File: src/rtl/mux4to1_rr_if.sv
// Bundle of the four input channels and the single output stream of mux4to1_rr.
// The slave modport is the mux side and the master modport is the environment side.
interface mux4to1_rr_if #(parameter int W = 8);
  logic [3:0]     in_valid;
  logic [4*W-1:0] in_data;
  logic [3:0]     in_ready;
  logic           out_valid;
  logic [W-1:0]   out_data;
  logic [1:0]     out_sel;
  logic           out_ready;

  modport master (
    output in_valid, in_data, out_ready,
    input  in_ready, out_valid, out_data, out_sel
  );

  modport slave (
    input  in_valid, in_data, out_ready,
    output in_ready, out_valid, out_data, out_sel
  );
endinterface

File: src/rtl/mux4to1_rr.sv
// 4:1 valid/ready merge into one registered output stream, with round-robin arbitration.
// Defining MUX4_FIXED_PRIO_EN switches to fixed priority, where channel 0 wins, then 1, 2, 3.
module mux4to1_rr #(
  parameter int W = 8
) (
  input  logic        clk,
  input  logic        rst,
  mux4to1_rr_if.slave bus
);

  logic [3:0][W-1:0] chan;
  logic [W-1:0]      out_data_q;
  logic [1:0]        out_sel_q;
  logic              out_valid_q;
  logic [1:0]        ptr;
  logic [1:0]        grant;
  logic              grant_vld;
  logic              load_en;

  for (genvar i = 0; i < 4; i++) begin : g_chan
    assign chan[i] = bus.in_data[i*W +: W];
  end

  assign load_en = !out_valid_q || bus.out_ready;

  // In fixed-priority builds ptr stays at 0, so this scan always starts at channel 0.
  always_comb begin
    logic [1:0] idx;
    grant_vld = 1'b0;
    grant     = 2'd0;
    idx       = 2'd0;
    for (int k = 0; k < 4; k++) begin
      idx = ptr + 2'(k);
      if (!grant_vld && bus.in_valid[idx]) begin
        grant_vld = 1'b1;
        grant     = idx;
      end
    end
  end

  // rst is combined in here so that in_ready drops as soon as rst rises.
  assign bus.in_ready = (grant_vld && load_en && !rst) ? (4'b0001 << grant) : 4'b0000;

  always_ff @(posedge clk or posedge rst) begin
    if (rst) begin
      out_valid_q <= 1'b0;
      out_data_q  <= '0;
      out_sel_q   <= 2'd0;
      ptr         <= 2'd0;
    end else if (load_en) begin
      if (grant_vld) begin
        out_valid_q <= 1'b1;
        out_data_q  <= chan[grant];
        out_sel_q   <= grant;
`ifdef MUX4_FIXED_PRIO_EN
        ptr         <= 2'd0;
`else
        ptr         <= grant + 2'd1;
`endif
      end else begin
        out_valid_q <= 1'b0;
      end
    end
  end

  assign bus.out_valid = out_valid_q;
  assign bus.out_data  = out_data_q;
  assign bus.out_sel   = out_sel_q;

endmodule

File: src/flat_wrapper.sv
// flat-port wrapper written by rule: the top's interface ports become plain ports
module mux4to1_rr_flat 
#(
  parameter int W = 8
)
  (clk, rst, bus_in_valid, bus_in_data, bus_out_ready, bus_in_ready, bus_out_valid, bus_out_data, bus_out_sel);
  mux4to1_rr_if #(.W(W)) bus_i ();
  input  logic clk;
  input  logic rst;
  input wire logic [$bits(bus_i.in_valid)-1:0] bus_in_valid;
  input wire logic [$bits(bus_i.in_data)-1:0] bus_in_data;
  input wire logic [$bits(bus_i.out_ready)-1:0] bus_out_ready;
  output wire logic [$bits(bus_i.in_ready)-1:0] bus_in_ready;
  output wire logic [$bits(bus_i.out_valid)-1:0] bus_out_valid;
  output wire logic [$bits(bus_i.out_data)-1:0] bus_out_data;
  output wire logic [$bits(bus_i.out_sel)-1:0] bus_out_sel;
  assign bus_i.in_valid = bus_in_valid;
  assign bus_i.in_data = bus_in_data;
  assign bus_i.out_ready = bus_out_ready;
  assign bus_in_ready = bus_i.in_ready;
  assign bus_out_valid = bus_i.out_valid;
  assign bus_out_data = bus_i.out_data;
  assign bus_out_sel = bus_i.out_sel;
  mux4to1_rr #(.W(W)) u_core (.clk(clk), .rst(rst), .bus(bus_i));
endmodule
File: config.mk
export PLATFORM = sky130hd
export DESIGN_NAME = mux4to1_rr_flat
export DESIGN_NICKNAME = d
export VERILOG_FILES = /design/src/rtl/mux4to1_rr_if.sv /design/src/rtl/mux4to1_rr.sv /design/src/flat_wrapper.sv
export SDC_FILE = /design/constraint.sdc
export NUM_CORES = 1
export LEC_CHECK = 0
export ABC_AREA = 1
export CAP_MARGIN = 0
export CORE_UTILIZATION = 44
export CTS_CLUSTER_DIAMETER = 80
export DETAILED_ROUTE_END_ITERATION = 10
export PLACE_DENSITY = 0.92
export SKIP_CTS_REPAIR_TIMING = 1
export SLEW_MARGIN = 20
export SYNTH_ARGS = -nofsm -noshare
export SYNTH_HDL_FRONTEND = slang
export SYNTH_SLANG_ARGS = --single-unit
File: constraint.sdc
create_clock -name clk -period 5.3 [get_ports clk]
set_input_delay 1.06 -clock clk [delete_from_list [all_inputs] [get_ports clk]]
set_output_delay 1.06 -clock clk [all_outputs]
set_load 0.05 [all_outputs]
==> results of run 1 <==
[area by class of cell]
cell class	instances	area, um2	area share
Multi-Input combinational cell	164	691	0.412
Timing Repair Buffer	56	553	0.330
Sequential cell	13	325	0.194
Inverter	12	45.0	0.0269
Tap cell	28	35.0	0.0209
Clock buffer	4	26.3	0.0157
[registers in the layout (all words and copies together) (netlist names)]
signal                flops
u_core.bus.out_valid      1
u_core.bus.out_sel        2
u_core.bus.out_data       8
u_core.ptr                2
[metal layers]
metal  vias up  track usage
met2        62        0.401
met3         2       0.0348
met1       585        0.320
met5         -            0
li1        711            -
met4         0       0.0570
[through the flow]
stage | util | hold WS, ps
after global routing | 0.729 | 504
after floorplan | - | 602
after detailed placement | 0.718 | 465
final | 0.729 | 480
after global placement | 0.718 | 463
after CTS | 0.729 | 485
[cell usage in the layout, fill, tap and decap left out]
master,Yosys,layout
clkbuf_1,1,1
a21oi_1,1,1
nand2_2,4,4
nand3_2,1,1
o21ai_1,3,3
nor2_4,1,1
nor2_1,6,6
buf_4,1,3
nand3_1,22,22
o21a_1,1,1
nand3b_1,1,1
nand2_4,1,1
nor3_1,2,2
clkbuf_4,0,3
o21ai_0,1,1
dfrtp_1,13,13
nand2_1,120,120
clkdlybuf4s50_1,0,53
inv_1,8,8
inv_2,4,4
[cells in the mapped netlist]
cell	instances	area, um2
nor3_1	2	10.0
inv_2	4	15.0
a21oi_1	1	5.00
buf_2	3	15.0
dfrtp_1	13	325
nor2_4	1	11.3
o21ai_0	1	5.00
inv_1	8	30.0
o21ai_1	3	15.0
nand3_1	22	110
nand3b_1	1	7.51
nand2_2	4	25.0
buf_4	1	7.51
nand2_1	120	450
nor2_1	6	22.5
clkbuf_1	1	3.75
nand2_4	1	11.3
o21a_1	1	7.51
buf_6	3	33.8
nand3_2	1	10.0
[critical path, cell delays in order]
cell,delay (ps)
clkdlybuf4s50_1,420
inv_1,80
nand2_1,70
nand3_1,130
nand2_2,90
a21oi_1,160
nand2_2,220
nand2_2,370
inv_2,60
nor3_1,220
clkdlybuf4s50_1,840
[cells by family after synthesis]
| logic type | after synthesis | share of synthesized area |
|---|---|---|
| buf+inv | 20 | 0.0937 |
| flops | 13 | 0.290 |
| simple gates | 158 | 0.587 |
| compound gates | 6 | 0.0290 |
[final timing paths]
path | from | end | slack [ps] | depth (start not counted)
max | bus_in_valid[3] | bus_in_ready[2] | 500 | 11
min | u_core.bus.out_data[7] | u_core.bus.out_data[7] | 480 | 2
min in group asynchronous | rst | u_core.bus.out_data[1] | 1080 | 3
min reg2reg | u_core.bus.out_data[7] | u_core.bus.out_data[7] | 480 | 2
max in group asynchronous | rst | u_core.bus.out_data[5] | 4060 | 3
max reg2reg | u_core.ptr[0] | u_core.bus.out_data[3] | 3060 | 14
==> results.json, run 1 <==
{
  "outcome": "finished clean",
  "setup_viol": 0,
  "dr_wl_met2_um": 1370,
  "critPathKind": "in -> out",
  "gr-total-overflow": 0,
  "start_kind": "primary input",
  "ys_types": 20,
  "tightest_slew_ps": 503,
  "pin_count": 54,
  "fin_cells": 277,
  "grt_max_degree": 21,
  "htree_levels": 1,
  "drcViolationCount": 0,
  "drive_gt1_frac": 0.0683,
  "track_usage": 0.239,
  "nets": 289,
  "place_inst": 273,
  "place_area_um2": 1650,
  "drtIter0Drc": 42,
  "syn_area_um2": 1120,
  "syn_nets": 236,
  "crit_path_max_fanout": 20,
  "worst_clock_skew_ps": 1.75,
  "hp-class": "reg -> reg",
  "period_minus_slack_ps": 4800,
  "relSlewSlack": 0.664,
  "numCtsBuffers": 3,
  "fmax_mhz": 208,
  "cts_tree": "done",
  "cts.sinks": 13,
  "clk_latency_ps": 270,
  "met1_length_um": 1340,
  "slew_viol_final": 0,
  "vias_per_cell": 4.91,
  "ant_nets": 0,
  "cts_root_buffer": "clkbuf_4",
  "worstSetupEndpointType": "output pin",
  "setup_tns_ps": 0,
  "drv_cap": 0,
  "dpl.hpwl_um": 2380,
  "port_buffers": 53,
  "hold_viol": 0,
  "yosysWarnings": 0,
  "first_pass_iters": 4,
  "ys_seq_area_frac": 0.290,
  "wl_per_cell_um": 10.7,
  "grt_pass1_vias": 1193,
  "drt-total-wl_um": 2950,
  "diodes": 0,
  "antenna_found_initial": 0,
  "rsz0062_at_grt": "no",
  "syn2layout_area_growth_pct": 49.4,
  "arrival_ps": 3740,
  "setup_slack_ps": 502,
  "start_util": 0.488,
  "min_period_over_period": 0.905,
  "netlist_instances": 197,
  "via_count": 1360,
  "dr_wl_met3_um": 221,
  "coreArea_um2": 2300,
  "finish.instance_area_um2": 1680,
  "die_area_um2": 2750,
  "required_ps": 4240,
  "pre_cts_ws_ps": 547,
  "clock_path_buffers": 2,
  "dieHeight_um": 52.5,
  "synth_seq_cells": 13,
  "path_clk_slew_ps": 70,
  "fillCellCount": 191,
  "grt_first_pass_wirelength_um": 4930,
  "gp_congestion": 0.874,
  "post_synth.cell_area_avg_um2": 5.69,
  "die_w_um": 52.5,
  "top_layer_used": "met4",
  "rows": 17
}
Power of run 1 is left out: the tool's default activity adds up to more than one toggle a clock period on the data nets, which glitch-free logic cannot reach.
==> run 2: changes to the inputs <==
- CORE_ASPECT_RATIO: unset -> 2
- CORE_UTILIZATION: 44 -> 36
- CTS_CLUSTER_SIZE: unset -> 25
- PLACE_DENSITY: 0.92 -> 0.78
==> run 2 against run 1 <==
Via count is 1.2% lower. Critical path depth is 1 higher. Flip-flop and latch count stayed put. Count of clock-buffer cells in the layout stayed put. Highest routed layer unchanged. Core utilization is 15 points lower. Hold slack hardly changed.
==> results.json, run 2 (same netlist as run 1, synthesis figures left out) <==
{
  "pin_count": 54,
  "cts_root_buffer": "clkbuf_8",
  "port_buffers": 53,
  "reg2reg_slack_ps": 3080,
  "htree_levels": 1,
  "min_period_over_period": 0.893,
  "pre_cts_ws_ps": 547,
  "nets": 289,
  "multi_input_area_um2": 691,
  "period_minus_slack_ps": 4740,
  "drv_cap": 0,
  "fmax_mhz": 211,
  "antenna_found_initial": 0,
  "drt-total-wl_um": 2800,
  "largest_reg_flops": 8,
  "grt_pass1_vias": 1179,
  "slew_viol_final": 0,
  "die_area_um2": 3350,
  "layout_commonest_cell": "nand2_1",
  "cts_tree": "done",
  "gr-total-overflow": 0,
  "crit_path_max_fanout": 20,
  "first_pass_iters": 4,
  "start_util": 0.381,
  "start_kind": "primary input",
  "critPathKind": "in -> out",
  "ant_nets": 0,
  "worst_clock_skew_ps": 1.79,
  "grt_max_degree": 21,
  "setup_tns_ps": 0,
  "worstSetupEndpointType": "output pin",
  "die_w_um": 41.5,
  "required_ps": 4240,
  "via_count": 1344,
  "rsz0062_at_grt": "no",
  "setup_viol": 0,
  "tightest_slew_ps": 499,
  "drive_gt1_frac": 0.0723,
  "drtIter0Drc": 20,
  "coreArea_um2": 2940,
  "numCtsBuffers": 3,
  "slowest_delay_ps": 830,
  "dieHeight_um": 80.9,
  "path_clk_slew_ps": 50,
  "layout_common_cells": "nand2_1, clkdlybuf4s50_1, nand3_1",
  "setup_slack_ps": 565,
  "vias_per_cell": 4.82,
  "hp-class": "reg -> reg",
  "regArea_um2": 325,
  "wl_per_cell_um": 10.0,
  "fillCellCount": 301,
  "worstPathCellList": "clkdlybuf4s50_1, inv_1, nand2_1, nand3_1, nand2_2, nor2_1, nor2_1, nand2_4, nand2_2, inv_2, nor3_1, clkdlybuf4s50_1",
  "relSlewSlack": 0.666,
  "arrival_ps": 3680,
  "rows": 28,
  "outcome": "finished clean",
  "cts.sinks": 13,
  "worst_path_max_delay_cell": "clkdlybuf4s50_1",
  "gp_congestion": 0.857,
  "dpl.hpwl_um": 2330,
  "drcViolationCount": 0,
  "diodes": 0,
  "clock_path_buffers": 2,
  "clk_latency_ps": 230,
  "grt_first_pass_wirelength_um": 4850,
  "track_usage": 0.178,
  "hold_viol": 0,
  "syn2layout_area_growth_pct": 51.1
}
run 2: changes by cell type in the layout (fill, tap and decap cells not counted):
cell / before / now
clkbuf_4: 3 / 0
buf_4: 3 / 4
clkdlybuf4s50_1: 53 / 52
clkbuf_8: 0 / 3
run 2: worst paths after layout:
check | from | to | cells after the start
setup reg to reg | u_core.ptr[0] | u_core.bus.out_data[0] | 15
max in group asynchronous | rst | u_core.bus.out_data[4] | 3
hold / removal | u_core.bus.out_data[5] | u_core.bus.out_data[5] | 2
min in group asynchronous | rst | u_core.bus.out_data[5] | 3
hold reg to reg | u_core.bus.out_data[5] | u_core.bus.out_data[5] | 2
setup / recovery | bus_in_valid[3] | bus_in_ready[2] | 12
run 2: area by class of cell:
class | count | share of cell area
repair buffers | 56 | 0.325
multi-input cells | 164 | 0.408
well taps | 30 | 0.0222
flip-flops and latches | 13 | 0.192
clock buffers | 4 | 0.0266
inverters | 12 | 0.0266
run 2: through the flow:
step | std cells | utilization | hold slack [ps] | cell area, um2
6_report | 279 | 0.576 | 479 | 1690
5_1_grt | 279 | 0.576 | 524 | 1690
4_1_cts | 279 | 0.576 | 482 | 1690
3_5_place_dp | 275 | 0.560 | 470 | 1650
3_3_place_gp | 275 | 0.560 | 465 | 1650
2_1_floorplan | 197 | - | 602 | 1120
run 2: critical path, delay by kind of cell:
kind	cells	cell delay (ps)
AND/OR/NAND/NOR	8	1190
buffers and inverters	4	1420
run 2: metal layers:
| metal | global-route usage | vias to the layer above | share of wire |
|---|---|---|---|
| met4 | 0.0710 | 0 | 0.015 |
| met3 | 0.00667 | 6 | 0.028 |
| li1 | - | 713 | - |
| met5 | 0 | - | 0 |
| met1 | 0.198 | 589 | 0.40 |
| met2 | 0.344 | 36 | 0.56 |
Power of run 2 is left out for the same reason.
==> run 3: changes to the inputs <==
- MAX_ROUTING_LAYER: unset -> met4
- clock period: 5.3 -> 5.1 ns (I/O delays scaled with it)
==> run 3 against run 2 <==
Count of clock-buffer cells in the layout did not move. Core utilization rose by 0.085 points. Sequential share of layout area barely moved. Hold slack got worse by 2.7 ps. Non-clock buffer count rose by 1. First-iteration DRC count fell by 15%.
==> results.json, run 3 (same netlist as run 1, synthesis figures left out) <==
{
  "nets": 290,
  "wl_per_cell_um": 10.4,
  "gr-total-overflow": 0,
  "grt_pass1_vias": 1176,
  "pre_cts_ws_ps": 672,
  "dpl.hpwl_um": 2340,
  "whs_path_depth": 2,
  "start_kind": "primary input",
  "htree_levels": 1,
  "worst_path_max_delay_cell": "clkdlybuf4s50_1",
  "port_buffers": 53,
  "cts.sinks": 13,
  "clk_latency_ps": 240,
  "die_area_um2": 3350,
  "drcViolationCount": 0,
  "drv_cap": 0,
  "crit_path_max_fanout": 12,
  "worstSetupEndpointType": "output pin",
  "period_minus_slack_ps": 4420,
  "required_ps": 4080,
  "cts_tree": "done",
  "tightest_slew_ps": 507,
  "die_w_um": 41.5,
  "diodes": 0,
  "setup_viol": 0,
  "clock_path_buffers": 2,
  "relSlewSlack": 0.661,
  "first_pass_iters": 6,
  "path_clk_slew_ps": 50,
  "numCtsBuffers": 3,
  "setup_tns_ps": 0,
  "rsz0062_at_grt": "no",
  "fin_hold_ws_ps": 477,
  "largest_reg_flops": 8,
  "drive_gt1_frac": 0.0840,
  "grt_max_degree": 20,
  "vias_per_cell": 4.91,
  "track_usage": 0.189,
  "outcome": "finished clean",
  "min_period_over_period": 0.868,
  "coreArea_um2": 2940,
  "syn2layout_area_growth_pct": 51.3,
  "start_util": 0.381,
  "hp-class": "reg -> reg",
  "drt-total-wl_um": 2900,
  "rows": 28,
  "fmax_mhz": 226,
  "critPathKind": "in -> out",
  "ant_nets": 0,
  "grt_first_pass_wirelength_um": 4950,
  "via_count": 1375,
  "arrival_ps": 3400,
  "slew_viol_final": 0,
  "hold_viol": 0,
  "dieHeight_um": 80.9,
  "worst_clock_skew_ps": 2.11,
  "layout_common_cells": "nand2_1, clkdlybuf4s50_1, nand3_1",
  "worstPathCellList": "clkdlybuf4s50_1, nand2_1, nand2_1, nand2_1, nand2_1, nor2_4, nand3b_1, nand2_1, inv_1, nand2_1, nor2_1, clkdlybuf4s50_1",
  "fillCellCount": 319,
  "layout_commonest_cell": "nand2_1",
  "antenna_found_initial": 0,
  "cts_root_buffer": "clkbuf_8",
  "pin_count": 54,
  "slowest_delay_ps": 810,
  "setup_slack_ps": 676,
  "reg2reg_depth": 16,
  "drtIter0Drc": 17,
  "cp_common_cell": "nand2_1",
  "gp_congestion": 0.902
}
## run 3: changes by cell type in the layout (fill, tap and decap cells not counted)
cell and delta:
clkdlybuf4s50_1 -2, buf_4 +3
## run 3: area by class of cell
type,count,area (um2),area share
repair buffers,57,553,0.326
inverters,12,45.0,0.0265
clock buffers,4,45.0,0.0265
multi-input cells,164,691,0.407
well taps,30,37.5,0.0221
flip-flops and latches,13,325,0.192
## run 3: final timing paths
| path | startpoint | to | slack (ps) |
|---|---|---|---|
| min reg2reg | u_core.bus.out_data[3] | u_core.bus.out_data[3] | 480 |
| min | u_core.bus.out_data[3] | u_core.bus.out_data[3] | 480 |
| max in group asynchronous | rst | u_core.bus.out_data[7] | 3880 |
| max | bus_in_valid[2] | bus_in_ready[3] | 680 |
| max reg2reg | u_core.ptr[0] | u_core.bus.out_data[4] | 2860 |
| min in group asynchronous | rst | u_core.bus.out_data[5] | 1070 |
## run 3: critical path: cells and delay by family
| kind | cells | cell delay (ps) |
|---|---|---|
| simple gates | 9 | 950 |
| buf+inv | 3 | 1430 |
## run 3: per-layer routing
layer | track usage | part of all wire | vias up
met1 | 0.215 | 0.38 | 608
met3 | 0.00889 | 0.038 | 4
met4 | 0.0774 | 0.012 | 0
met2 | 0.339 | 0.57 | 47
li1 | - | - | 716
met5 | - | 0 | -
## run 3: per-stage QoR
stage               cells   util  instance area, um2
floorplan             197      -                1120
global placement      276  0.561                1650
detailed placement    276  0.561                1650
CTS                   280  0.577                1700
global route          280  0.577                1700
finish                280  0.577                1700
Power of run 3 is left out for the same reason.
